<file path="src/rtl/uart_baud_gen_mc.sv">
// uart_baud_gen_mc -- multi-channel UART baud tick generator.
//
// Each channel divides the system clock by (shadow_val+1) cycles and adds one
// extra cycle every time a fractional accumulator carries. The average tick
// period is therefore (shadow_val+1) + shadow_frac/2^FRAC_W cycles. Every tick
// advances an oversample counter; the tick that closes an OVS-long run is also
// flagged as a bit-rate (xmit) tick.
//
// Ports:
//   clk        system clock
//   reset      asynchronous, active-high reset; clears all state
//   enable     per-channel run enable; low freezes the divider state
//   cfg_load   per-channel strobe capturing baud_val/baud_frac into the shadow
//   baud_val   per-channel integer divisor, channel i at [i*CNT_W +: CNT_W]
//   baud_frac  per-channel fractional divisor, channel i at [i*FRAC_W +: FRAC_W]
//   sync_clr   per-channel synchronous restart (priority over enable)
//   baud_tick  registered one-cycle oversample pulse per channel
//   xmit_tick  one-cycle bit pulse, coincident with every OVS-th baud_tick
//   ovs_phase  oversample count per channel, 4 bits each, zero-extended
module uart_baud_gen_mc #(
  parameter int NUM_CH = 2,
  parameter int CNT_W  = 13,
  parameter int FRAC_W = 3,
  parameter int OVS    = 16
) (
  input  logic                     clk,
  input  logic                     reset,
  input  logic [NUM_CH-1:0]        enable,
  input  logic [NUM_CH-1:0]        cfg_load,
  input  logic [NUM_CH*CNT_W-1:0]  baud_val,
  input  logic [NUM_CH*FRAC_W-1:0] baud_frac,
  input  logic [NUM_CH-1:0]        sync_clr,
  output logic [NUM_CH-1:0]        baud_tick,
  output logic [NUM_CH-1:0]        xmit_tick,
  output logic [NUM_CH*4-1:0]      ovs_phase
);

  localparam logic [3:0]       OVS_LAST = 4'(OVS - 1);
  localparam logic [CNT_W-1:0] CNT_ONE  = {{(CNT_W-1){1'b0}}, 1'b1};

  // Accumulator step: the MSB of the result is the carry that requests the
  // extra (stall) cycle; the low bits wrap modulo 2^FRAC_W.
  function automatic logic [FRAC_W:0] frac_step(input logic [FRAC_W-1:0] acc_in,
                                                input logic [FRAC_W-1:0] frac_in);
    return {1'b0, acc_in} + {1'b0, frac_in};
  endfunction

  // Oversample counter step with wrap at an arbitrary (non power-of-two) OVS.
  function automatic logic [3:0] ovs_step(input logic [3:0] cnt_in);
    return (cnt_in == OVS_LAST) ? 4'd0 : cnt_in + 4'd1;
  endfunction

  for (genvar i = 0; i < NUM_CH; i++) begin : g_ch
    logic [CNT_W-1:0]  cntr;
    logic [CNT_W-1:0]  shadow_val;
    logic [FRAC_W-1:0] shadow_frac;
    logic [FRAC_W-1:0] acc;
    logic              stall_pend;
    logic [3:0]        ovs_cnt;
    logic              tick_r;
    logic [FRAC_W:0]   acc_sum;

    assign acc_sum = frac_step(acc, shadow_frac);

    // Divider stage: counter, fractional stall and registered tick.
    always_ff @(posedge clk or posedge reset) begin
      if (reset) begin
        cntr        <= '0;
        shadow_val  <= '0;
        shadow_frac <= '0;
        acc         <= '0;
        stall_pend  <= 1'b0;
        ovs_cnt     <= '0;
        tick_r      <= 1'b0;
      end else begin
        // The shadow is only read at reload, so a running period always
        // finishes with the divisor it started with.
        if (cfg_load[i]) begin
          shadow_val  <= baud_val[i*CNT_W +: CNT_W];
          shadow_frac <= baud_frac[i*FRAC_W +: FRAC_W];
        end

        if (sync_clr[i]) begin
          cntr       <= '0;
          acc        <= '0;
          stall_pend <= 1'b0;
          ovs_cnt    <= '0;
          tick_r     <= 1'b0;
        end else begin
          // ovs_cnt counts ticks that were actually emitted; a tick already on
          // the output is counted even if enable drops on this edge, so the
          // phase never repeats for two distinct ticks.
          if (tick_r) begin
            ovs_cnt <= ovs_step(ovs_cnt);
          end

          if (enable[i]) begin
            if (cntr != '0) begin
              cntr   <= cntr - CNT_ONE;
              tick_r <= 1'b0;
            end else if (stall_pend) begin
              // Fractional extension: hold at zero for one extra cycle.
              stall_pend <= 1'b0;
              tick_r     <= 1'b0;
            end else begin
              cntr                <= shadow_val;
              tick_r              <= 1'b1;
              {stall_pend, acc}   <= acc_sum;
            end
          end else begin
            tick_r <= 1'b0;
          end
        end
      end
    end

    // Output stage: decoded directly from registers.
    assign baud_tick[i]        = tick_r;
    assign xmit_tick[i]        = tick_r & (ovs_cnt == OVS_LAST);
    assign ovs_phase[i*4 +: 4] = ovs_cnt;
  end

endmodule

</file>
<file path="config.mk">
export PLATFORM = sky130hd
export DESIGN_NAME = uart_baud_gen_mc
export DESIGN_NICKNAME = d
export VERILOG_FILES = /design/src/rtl/uart_baud_gen_mc.sv
export SDC_FILE = /design/constraint.sdc
export NUM_CORES = 1
export LEC_CHECK = 0
export CELL_PAD_IN_SITES_DETAIL_PLACEMENT = 1
export CELL_PAD_IN_SITES_GLOBAL_PLACEMENT = 2
export CORE_UTILIZATION = 38
export CTS_CLUSTER_SIZE = 25
export DETAILED_ROUTE_END_ITERATION = 10
export GPL_TIMING_DRIVEN = 1
export MAX_ROUTING_LAYER = met4
export PLACE_DENSITY_LB_ADDON = 0.1
export SYNTH_ARGS = -nofsm -noshare
export SYNTH_HDL_FRONTEND = slang
export SYNTH_SLANG_ARGS = --single-unit
</file>
<file path="constraint.sdc">
create_clock -name clk -period 6.4 [get_ports clk]
set_clock_uncertainty 0.15 [all_clocks]
set_input_delay 1.28 -clock clk [delete_from_list [all_inputs] [get_ports clk]]
set_output_delay 1.28 -clock clk [all_outputs]
set_load 0.02 [all_outputs]
</file>
==> results.yml <==
setup_path:
  cpMaxStageDelayCell: "clkdlybuf4s50_1"
  reg2regPathDepth: 5
  worstPathRequired_ns: 4.97
  timing.rr.end: "g_ch[0].cntr[11]"
  reg2reg_slack_ns: 3.63
  arrival_ns: 1.86
  criticalPathCategory: "reg -> out"
  cp_max_fo: 6
  slowest_delay_ns: 0.59
  crit_path_end_kind: "primary output"
  crit_chain: "ha_1 -> and4_1 -> clkdlybuf4s50_1"
  r2r-start: "g_ch[0].cntr[4]"
  start_kind: "flop"
sta:
  finalMaxSlewViolations: 0
  maxSlewHeadroom_pct: 36.8
  hold_viol_final: 0
  fin_crit_ns: 3.29
  fin_ws_ns: 3.11
  timing.fmax_mhz: 304
  holdWs_ns: 0.360
  grt_setup_unrepaired: "no"
  tightest_slew_ns: 0.947
  setup_tns_ns: 0
  setup_viol: 0
  fin_crit_sh_pct: 51.4
status:
  outcome: "complete, no violations"
placement:
  dp.cells: 558
  post_dp_cell_area_um2: 4620
  pre_cts_slack_ns: 2.74
  port_buffers: 51
  dp_hpwl_um: 6680
  routabilityCongestion: 0.757
clock_tree:
  hold_buffers: 0
  numClockSinks: 76
  cts_made_buffers: 9
  ctsResizeCount: 0
  cts_setup_buffers: 0
  cts_tree: "done"
  cts_root_buf: "clkbuf_8"
  cts_max_level: 3
  cts.clk_slew.worst_paths_ns: 0.08
  cts_max_path_buffers: 2
  clk_latency_ns: 0.36
logic_synthesis:
  ys_ff_latch: 76
  synth_flop_cell: "dfrtp_1"
  syn_nets: 442
  syn_inst: 388
  synth_commonest_cells: "dfrtp_1, nor2_1, o21ai_0"
  yosysWarnings: 0
  yosysTopAreaCellShare_pct: 47.2
  syn_avg_cell_area_um2: 10.4
  synth_cell_types: 60
  synth_area_um2: 4030
  async_reset_ff_share_pct: 100
  synth_largest_area_cell: "dfrtp_1"
  synth.area.top_cells: "dfrtp_1, mux2_2, o21ai_0, a21oi_1, ha_1"
  synth_most_common_cell: "dfrtp_1"
  synth_edf_count: 0
  seq_area_frac_synth_pct: 47.2
power:
  p_leak_nw: 2.04
  irDropWorstVdd_v: 0.000169
  power_density_nw_per_um2: 425
  fin_total_pwr_mw: 2.06
detailed_routing:
  final_antenna_net_count: 0
  vias: 3124
  wirelength_um: 9560
  drc_errors: 0
  vias_per_cell: 5.44
  wl_per_cell_um: 16.6
  drtIter0Drc: 88
  firstDrtPassIters: 4
layout:
  finish.utilization_pct: 47.0
  nets: 487
  fin_cells: 574
  syn_to_final_growth_pct: 20.5
  final_layout_size_suffix_gt1_share_pct: 14.2
  n_antenna_cell: 0
  fin_area_um2: 4860
worst_hold_path:
  hp-class: "reg -> reg"
  hp-start: "g_ch[0].shadow_val[4]"
  hold_depth: 1
  hold_path_end: "g_ch[0].shadow_val[4]"
global_route:
  grt_usage_pct: 20.1
  grt_max_degree: 44
  grt_pass1_vias: 3382
  grt_pass1_wl_um: 16900
  grt-ovfl-total: 0
  antenna_found_initial: 0
floorplan:
  rows: 37
  coreArea_um2: 10300
  dieArea_um2: 11000
  initial_core_util_pct: 39.0
  die_x_um: 105
  die_height_um: 105
  ios: 52
job:
  maxCapViolCount: 0
[critical path: cells and delay by family (launching register included)]
kind | cells | cell delay (ns)
buffers and inverters | 1 | 0.59
DFF | 1 | 0.46
adders and majority gates | 1 | 0.26
and+or+nand+nor | 1 | 0.20
[power breakdown]
part	internal [mW]	switching [mW]
registers	0.579	0.133
clock network	0.252	0.183
logic	0.388	0.527
total	1.22	0.843
[cell usage in the layout (no fill, tap or decap), drive strengths merged, types with 2 or more instances in the layout]
cell	count
nor4	12
a311oi	3
a311o	2
or3	2
a21oi	34
nand3	6
xnor2	3
nor2	38
inv	12
clkbuf	13
nor4b	2
mux2	31
mux2i	9
xor2	2
a41oi	2
and4	3
a211oi	4
nand4	4
o22ai	2
or4	2
a22o	2
o21bai	3
nor3b	5
ha	12
dfrtp	76
and3	4
a21o	2
nand2	22
nor2b	3
o2bb2ai	3
fa	2
a31oi	2
o21ai	36
nor3	14
clkdlybuf4s50	51
bufinv	2
[cell families (layout without fill, tap and decap cells)]
kind of cell	count (synthesis)	in the layout	synth area share, %
mux	40	40	10.9
fa+ha+maj	14	14	4.72
flops	76	76	47.2
buf+inv	30	80	3.60
compound gates	103	103	15.5
simple gates	120	120	17.0
xor+xnor	5	5	1.09
[final cells by class]
class / instances / area, um^2
inverter: 12 / 45.0
multi-input combinational: 282 / 1980
timing repair buffer: 52 / 518
tap: 136 / 170
clock buffer: 13 / 169
clock inverter: 3 / 67.6
sequential: 76 / 1900
fill: 1168 / 5470
[how the worst max path moves through the flow]
stage | from | to | cells after the start
floorplan | reset | g_ch[0].acc[0] | 1
global placement | sync_clr[0] | g_ch[0].cntr[11] | 4
detailed placement | sync_clr[0] | g_ch[0].cntr[11] | 4
CTS | g_ch[0].ovs_cnt[0] | xmit_tick[0] | 3
global route | sync_clr[0] | g_ch[0].cntr[11] | 4
finish | g_ch[1].ovs_cnt[0] | xmit_tick[1] | 3
[registers in the layout, indices dropped and copies added (netlist names)]
name / cells
g_ch.cntr: 26
g_ch.shadow_val: 26
g_ch.ovs_cnt: 8
g_ch.acc: 6
g_ch.shadow_frac: 6
g_ch.stall_pend: 2
g_ch.tick_r: 2
[metal layers]
layer,part of all wire [%],up-vias,global-route usage [%]
li1,-,1514,-
met1,44,1560,24.0
met2,52,38,33.6
met3,2.4,12,4.43
met4,1.4,0,6.44
met5,0,-,-
Power figures use the tool's default switching activity.
